==> config.mk <==
export PLATFORM = sky130hd
export DESIGN_NAME = kbd_matrix_scan
export DESIGN_NICKNAME = d
export VERILOG_FILES = /design/src/rtl/kbd_matrix_scan.sv
export SDC_FILE = /design/constraint.sdc
export NUM_CORES = 1
export LEC_CHECK = 0
export ABC_AREA = 0
export CORE_MARGIN = 5
export CORE_UTILIZATION = 61
export DETAILED_ROUTE_END_ITERATION = 8
export GPL_TIMING_DRIVEN = 0
export PLACE_DENSITY = 0.89
export SLEW_MARGIN = 20
export SYNTH_ARGS = -nofsm -noshare
export SYNTH_HDL_FRONTEND = slang
export SYNTH_SLANG_ARGS = --single-unit
==> constraint.sdc <==
create_clock -name clk -period 8.49 [get_ports clk]
set_input_delay 1.2735 -clock clk [delete_from_list [all_inputs] [get_ports clk]]
set_output_delay 1.2735 -clock clk [all_outputs]
set_load 0.05 [all_outputs]
==> src/rtl/kbd_matrix_scan.sv <==
// kbd_matrix_scan: row-strobed keypad scanner with per-key debounce and a press/release event FIFO.
// Typematic repeat is compiled in when KBD_SCAN_REPEAT_EN is defined.
module kbd_matrix_scan #(
    parameter int unsigned ROWS         = 5,
    parameter int unsigned COLS         = 6,
    parameter int unsigned SETTLE       = 8,
    parameter int unsigned DEBOUNCE     = 4,
    parameter int unsigned FIFO_DEPTH   = 8,
    parameter int unsigned REPEAT_DELAY = 40,
    parameter int unsigned REPEAT_RATE  = 8,
    localparam int unsigned NKEYS       = ROWS * COLS,
    localparam int unsigned CW          = (NKEYS > 1) ? $clog2(NKEYS) : 1
) (
    input  logic             clk,
    input  logic             rst,
    output logic [ROWS-1:0]  kbd_row,
    input  logic [COLS-1:0]  kbd_col,
    output logic [NKEYS-1:0] key_state,
    output logic             ev_valid,
    input  logic             ev_ready,
    output logic [CW-1:0]    ev_code,
    output logic             ev_press,
    output logic             ev_repeat,
    output logic             ev_overflow,
    input  logic             ovf_clr
);

    localparam int unsigned RW  = (ROWS > 1) ? $clog2(ROWS) : 1;
    localparam int unsigned CLW = (COLS > 1) ? $clog2(COLS) : 1;
    localparam int unsigned SW  = $clog2(SETTLE);
    localparam int unsigned DW  = $clog2(DEBOUNCE + 1);
    localparam int unsigned AW  = $clog2(FIFO_DEPTH);
`ifdef KBD_SCAN_REPEAT_EN
    localparam int unsigned EW  = CW + 2;
    localparam int unsigned RPW = $clog2(REPEAT_DELAY + 1);
`else
    localparam int unsigned EW  = CW + 1;
`endif

    if (ROWS < 1 || COLS < 1 || SETTLE < 3 || DEBOUNCE < 1 || FIFO_DEPTH < 2 ||
        (FIFO_DEPTH & (FIFO_DEPTH - 1)) != 0 ||
        REPEAT_RATE < 1 || REPEAT_RATE > REPEAT_DELAY) begin : g_param_check
        $error("kbd_matrix_scan: illegal parameter set");
    end

    typedef enum logic [1:0] {
        ST_SETTLE = 2'd0,
        ST_SAMPLE = 2'd1,
        ST_EMIT   = 2'd2
    } state_t;

    state_t                      state_q, state_d;
    logic [RW-1:0]               row_q, row_d;
    logic [SW-1:0]               set_cnt_q, set_cnt_d;
    logic [CLW-1:0]              col_q, col_d;
    logic [COLS-1:0]             raw_q, raw_d;
    logic [ROWS-1:0]             kbd_row_q, kbd_row_d;
    logic [COLS-1:0]             col_meta_q, col_sync_q;
    logic [NKEYS-1:0]            key_state_q, key_state_d;
    logic [NKEYS-1:0][DW-1:0]    db_cnt_q, db_cnt_d;
    logic [FIFO_DEPTH-1:0][EW-1:0] mem_q, mem_d;
    logic [AW:0]                 wr_q, wr_d, rd_q, rd_d;
    logic                        ovf_q, ovf_d;

    logic [CW-1:0] key_code;
    logic          raw_bit;
    logic          db_push, db_press;
    logic          push, pop, full, drop;
    logic [EW-1:0] entry, head;

    assign key_code = CW'(row_q * COLS + col_q);
    assign raw_bit  = raw_q[col_q];

    // Scan sequencer
    always_comb begin
        state_d   = state_q;
        row_d     = row_q;
        set_cnt_d = set_cnt_q;
        col_d     = col_q;
        raw_d     = raw_q;
        case (state_q)
            ST_SETTLE: begin
                if (set_cnt_q == SW'(SETTLE - 1)) begin
                    set_cnt_d = '0;
                    state_d   = ST_SAMPLE;
                end else begin
                    set_cnt_d = set_cnt_q + 1'b1;
                end
            end
            ST_SAMPLE: begin
                raw_d   = ~col_sync_q;
                col_d   = '0;
                state_d = ST_EMIT;
            end
            ST_EMIT: begin
                if (col_q == CLW'(COLS - 1)) begin
                    col_d   = '0;
                    state_d = ST_SETTLE;
                    row_d   = (row_q == RW'(ROWS - 1)) ? '0 : row_q + 1'b1;
                end else begin
                    col_d = col_q + 1'b1;
                end
            end
            default: state_d = ST_SETTLE;
        endcase
        kbd_row_d = ~(ROWS'(1) << row_d);
    end

    // Debounce of the key visited this EMIT cycle
    always_comb begin
        key_state_d = key_state_q;
        db_cnt_d    = db_cnt_q;
        db_push     = 1'b0;
        db_press    = 1'b0;
        if (state_q == ST_EMIT) begin
            if (raw_bit == key_state_q[key_code]) begin
                db_cnt_d[key_code] = '0;
            end else if (db_cnt_q[key_code] == DW'(DEBOUNCE - 1)) begin
                key_state_d[key_code] = raw_bit;
                db_cnt_d[key_code]    = '0;
                db_push               = 1'b1;
                db_press              = raw_bit;
            end else begin
                db_cnt_d[key_code] = db_cnt_q[key_code] + 1'b1;
            end
        end
    end

`ifdef KBD_SCAN_REPEAT_EN
    logic           rep_valid_q, rep_valid_d;
    logic [CW-1:0]  rep_code_q, rep_code_d;
    logic [RPW-1:0] rep_cnt_q, rep_cnt_d;
    logic           rep_push;

    // Tracker counts once per scan; the reload spaces later repeats REPEAT_RATE scans apart.
    always_comb begin
        rep_valid_d = rep_valid_q;
        rep_code_d  = rep_code_q;
        rep_cnt_d   = rep_cnt_q;
        rep_push    = 1'b0;
        if (state_q == ST_EMIT) begin
            if (db_push) begin
                if (db_press) begin
                    rep_valid_d = 1'b1;
                    rep_code_d  = key_code;
                    rep_cnt_d   = '0;
                end else if (rep_valid_q && rep_code_q == key_code) begin
                    rep_valid_d = 1'b0;
                    rep_cnt_d   = '0;
                end
            end else if (rep_valid_q && rep_code_q == key_code && key_state_q[key_code]) begin
                if (rep_cnt_q == RPW'(REPEAT_DELAY - 1)) begin
                    rep_push  = 1'b1;
                    rep_cnt_d = RPW'(REPEAT_DELAY - REPEAT_RATE);
                end else begin
                    rep_cnt_d = rep_cnt_q + 1'b1;
                end
            end
        end
    end

    always_ff @(posedge clk or posedge rst) begin
        if (rst) begin
            rep_valid_q <= 1'b0;
            rep_code_q  <= '0;
            rep_cnt_q   <= '0;
        end else begin
            rep_valid_q <= rep_valid_d;
            rep_code_q  <= rep_code_d;
            rep_cnt_q   <= rep_cnt_d;
        end
    end

    assign push  = db_push | rep_push;
    assign entry = db_push ? {key_code, db_press, 1'b0} : {key_code, 2'b11};
`else
    assign push  = db_push;
    assign entry = {key_code, db_press};
`endif

    // Event FIFO; a full queue still accepts a push when the head is popped in the same cycle
    assign ev_valid = (wr_q != rd_q);
    assign pop      = ev_valid & ev_ready;
    assign full     = (wr_q[AW] != rd_q[AW]) && (wr_q[AW-1:0] == rd_q[AW-1:0]);
    assign drop     = push & full & ~pop;

    always_comb begin
        mem_d = mem_q;
        wr_d  = wr_q;
        rd_d  = rd_q;
        ovf_d = ovf_q;
        if (push && (!full || pop)) begin
            mem_d[wr_q[AW-1:0]] = entry;
            wr_d                = wr_q + 1'b1;
        end
        if (pop) begin
            rd_d = rd_q + 1'b1;
        end
        if (drop) begin
            ovf_d = 1'b1;
        end else if (ovf_clr) begin
            ovf_d = 1'b0;
        end
    end

    always_ff @(posedge clk or posedge rst) begin
        if (rst) begin
            state_q     <= ST_SETTLE;
            row_q       <= '0;
            set_cnt_q   <= '0;
            col_q       <= '0;
            raw_q       <= '0;
            kbd_row_q   <= '1;
            col_meta_q  <= '1;
            col_sync_q  <= '1;
            key_state_q <= '0;
            db_cnt_q    <= '0;
            mem_q       <= '0;
            wr_q        <= '0;
            rd_q        <= '0;
            ovf_q       <= 1'b0;
        end else begin
            state_q     <= state_d;
            row_q       <= row_d;
            set_cnt_q   <= set_cnt_d;
            col_q       <= col_d;
            raw_q       <= raw_d;
            kbd_row_q   <= kbd_row_d;
            col_meta_q  <= kbd_col;
            col_sync_q  <= col_meta_q;
            key_state_q <= key_state_d;
            db_cnt_q    <= db_cnt_d;
            mem_q       <= mem_d;
            wr_q        <= wr_d;
            rd_q        <= rd_d;
            ovf_q       <= ovf_d;
        end
    end

    assign head        = mem_q[rd_q[AW-1:0]];
    assign ev_code     = head[EW-1 -: CW];
    assign ev_press    = head[EW-1-CW];
`ifdef KBD_SCAN_REPEAT_EN
    assign ev_repeat   = head[0];
`else
    assign ev_repeat   = 1'b0;
`endif
    assign kbd_row     = kbd_row_q;
    assign key_state   = key_state_q;
    assign ev_overflow = ovf_q;

endmodule

==> results.yml <==
power:
  vdd.ir_drop.worst_uv: 236.6
  power_frac_seq: 0.450
  switching_power_mw: 0.5528
  switching_share: 0.2398
  p_int_mw: 1.753
  powerDensity_nw_per_um2: 180.8
  pwr-share-comb: 0.091
  leakagePower_nw: 5.341
  clockPowerShare: 0.459
finish:
  antennaDiodeCount: 0
  design_area_um2: 12750
  nets: 1072
  final_core_util: 0.7121
  final_common_cell: "dfrtp_1"
  area_growth_pct: 15.04
  drive_gt1_frac: 0.1906
  layout_common_cells: "dfrtp_1, o21ai_0, o31ai_1, nand2_1, clkbuf_1"
clock_tree:
  postCtsSetupBuffers: 0
  clk_path_buf_depth: 3
  htree_levels: 1
  insertion_delay_ns: 0.52
  cts_made_buffers: 22
  cts_root_buffer: "clkbuf_16"
  cts_tree: "done"
  cts.sinks: 211
  cts_resized: 0
  cts_hold_buf: 0
  clk_pin_slew_ns: 0.07
outcome:
  outcome: "finished clean"
critical_path:
  reg2reg_from: "col_q[1]"
  critical_path.cell_chain: "ha_1 -> buf_4 -> buf_2 -> buf_1 -> clkbuf_1 -> clkbuf_1 -> mux4_2 -> o22ai_1 -> nor3_1 -> ha_1 -> ha_1 -> clkbuf_1 -> nand2_1 -> nor3_1 -> o211ai_1 -> nor2_1 -> mux2i_4 -> mux2_1"
  worst_path_max_delay_cell: "clkbuf_1"
  worst_setup_path_end_kind: "register"
  critPathRequiredTime_ns: 8.89
  worstSetupPathType: "register to register"
  worstSetupStartpointType: "register"
  slowest_delay_ns: 0.69
  crit_path_max_fanout: 10
  worstPathArrival_ns: 6.90
  startpoint: "col_q[1]"
grt:
  grt_overflow: 0
  grt_pass1_wl_mm: 50.69
  grt_max_degree: 80
  grt_use_total: 0.3068
  antenna_found_initial: 0
  grt_pass1_vias: 9497
hold_path:
  hold_class: "register to register"
  min_from: "col_meta_q[1]"
placement:
  numPortBuffers: 52
  place_hpwl_mm: 20.62
  place.gp.congestion: 1.006
  post_dp_cell_area_um2: 11950
synth:
  async_flop_share: 1.000
  synth_top_cell_by_area: "dfrtp_1"
  ys_seq_elements: 211
  synthTopCellsByArea: "dfrtp_1, mux4_2, o31ai_1"
  syn_area_um2: 11080
  yosysWarnings: 0
  yosysUniqueCellTypes: 59
  synthesis.instances: 968
  syn_nets: 994
  synth_edf_count: 0
  avgSynthCellArea_um2: 11.45
  yosysSeqAreaShare: 0.4784
  synth_top_area_frac: 0.4381
  synthFlopType: "dfrtp_1"
sta:
  timing.fmax_mhz: 153.9
  relSlewSlack: 0.2540
  rsz0062_at_grt: "false"
  period_share: 0.7654
  setup_violations: 0
  slew_viol_final: 0
  hold_viol_final: 0
  final.setup_skew_ns: 0.01226
  worstMarginPinSlew_ns: 1.110
  post-route-min-period_ns: 6.498
drt:
  drtIter0Drc: 1214
  via_per_inst: 7.223
  dr.pass1.iters: 8
  detail-route-antenna-nets: 0
  vias: 9310
  wl_mm: 31.63
  routedWlPerCell_um: 24.54
  route.detailed.drc: 0
floorplan:
  io_pins: 54
  coreArea_um2: 17900
  die_w_um: 144.8
  initial_utilization: 0.6190
  rows: 49
  die_area_um2: 20960
  fp.dieH_um: 144.8
job:
  drv_cap: 0
## logic make-up (layout without fill, tap and decap cells)
| family | count (synthesis) | count (layout) | share of synthesized area |
|---|---|---|---|
| flip-flops | 211 | 211 | 0.4784 |
| adder cells (fa/ha/maj) | 16 | 16 | 0.01942 |
| buffers and inverters | 110 | 202 | 0.04336 |
| multiplexers | 117 | 117 | 0.1662 |
| AND/OR/NAND/NOR | 174 | 174 | 0.07045 |
| XOR/XNOR | 15 | 15 | 0.01321 |
| other | 1 | 1 | 0.0003384 |
| AO/OA/AOI/OAI | 324 | 324 | 0.2086 |
## sequential cells by signal, summed over array words and instances, names as in the netlist
register	flops
state_q	2
set_cnt_q	3
kbd_row	5
col_q	3
col_sync_q	6
wr_q	4
col_meta_q	6
rd_q	4
key_state	30
raw_q	6
ev_overflow	1
row_q	3
db_cnt_q	90
mem_q	48
## power groups by stage
stage / Combinational [mW] / Sequential, mW / Clock (mW)
after floorplan: 0.154 / 1.05 / 0
after global placement: 0.197 / 1.05 / 0
after detailed placement: 0.210 / 1.05 / 0
after CTS: 0.211 / 1.04 / 1.06
after global routing: 0.227 / 1.04 / 1.10
final: 0.211 / 1.04 / 1.06
## routing by layer
| layer | up-vias | share of wire | track usage |
|---|---|---|---|
| li1 | 3799 | - | - |
| met5 | - | 0 | 0 |
| met4 | 0 | 0.059 | 0.1507 |
| met2 | 764 | 0.46 | 0.4818 |
| met3 | 217 | 0.13 | 0.08906 |
| met1 | 4530 | 0.36 | 0.3923 |
## cell usage after synthesis, drive strengths merged (7+ instances only)
cell    instances
a21oi          21
a31oi          26
buf            37
clkbuf         55
dfrtp         194
dfstp          17
ha             14
inv            17
mux2           53
mux2i          23
mux4           41
nand2          66
nand3           7
nand4           8
nor2           50
nor3           11
o211ai         13
o21ai         126
o31ai          90
o41ai          30
or2            12
xnor2          11
## worst max-delay path, delay by kind of cell (launching register included)
family          cells  cell delay, ns
flops               1            0.47
mux                 3            0.81
fa+ha+maj           3            0.65
compound gates      2            0.40
simple gates        4            1.43
buf+inv             6            2.57
## cell type report
type	instances	area, um^2
Timing Repair Buffer	54	575.6
Fill cell	1155	5154
Tap cell	229	286.5
Inverter	18	75.07
Buffer	92	412.9
Sequential cell	211	5301
Clock inverter	10	152.6
Clock buffer	28	634.4
Multi-Input combinational cell	647	5310
## worst paths after layout
check	cells past startpoint	slack, ns	endpoint
max	18	1.99	mem_q[3]
max in group asynchronous	3	6.52	col_sync_q[2]
min	0	0.36	col_sync_q[1]
min in group asynchronous	2	1.18	key_state[21]
max reg2reg	18	1.99	mem_q[3]
min reg2reg	0	0.36	col_sync_q[1]
## stage by stage
step           cells  TNS, ns  total power [mW]  setup slack, ns  hold WS [ns]
2_1_floorplan    968        0             1.206            1.479        0.3452
3_3_place_gp    1249  -189.42             1.251          -0.9924        0.3462
3_5_place_dp    1251        0             1.264            2.303        0.3468
4_1_cts         1289        0             2.304            2.280        0.3553
5_1_grt         1289        0             2.363            1.875        0.3619
6_report        1289        0             2.305            1.992        0.3551
(Power assumes the default switching activity.)
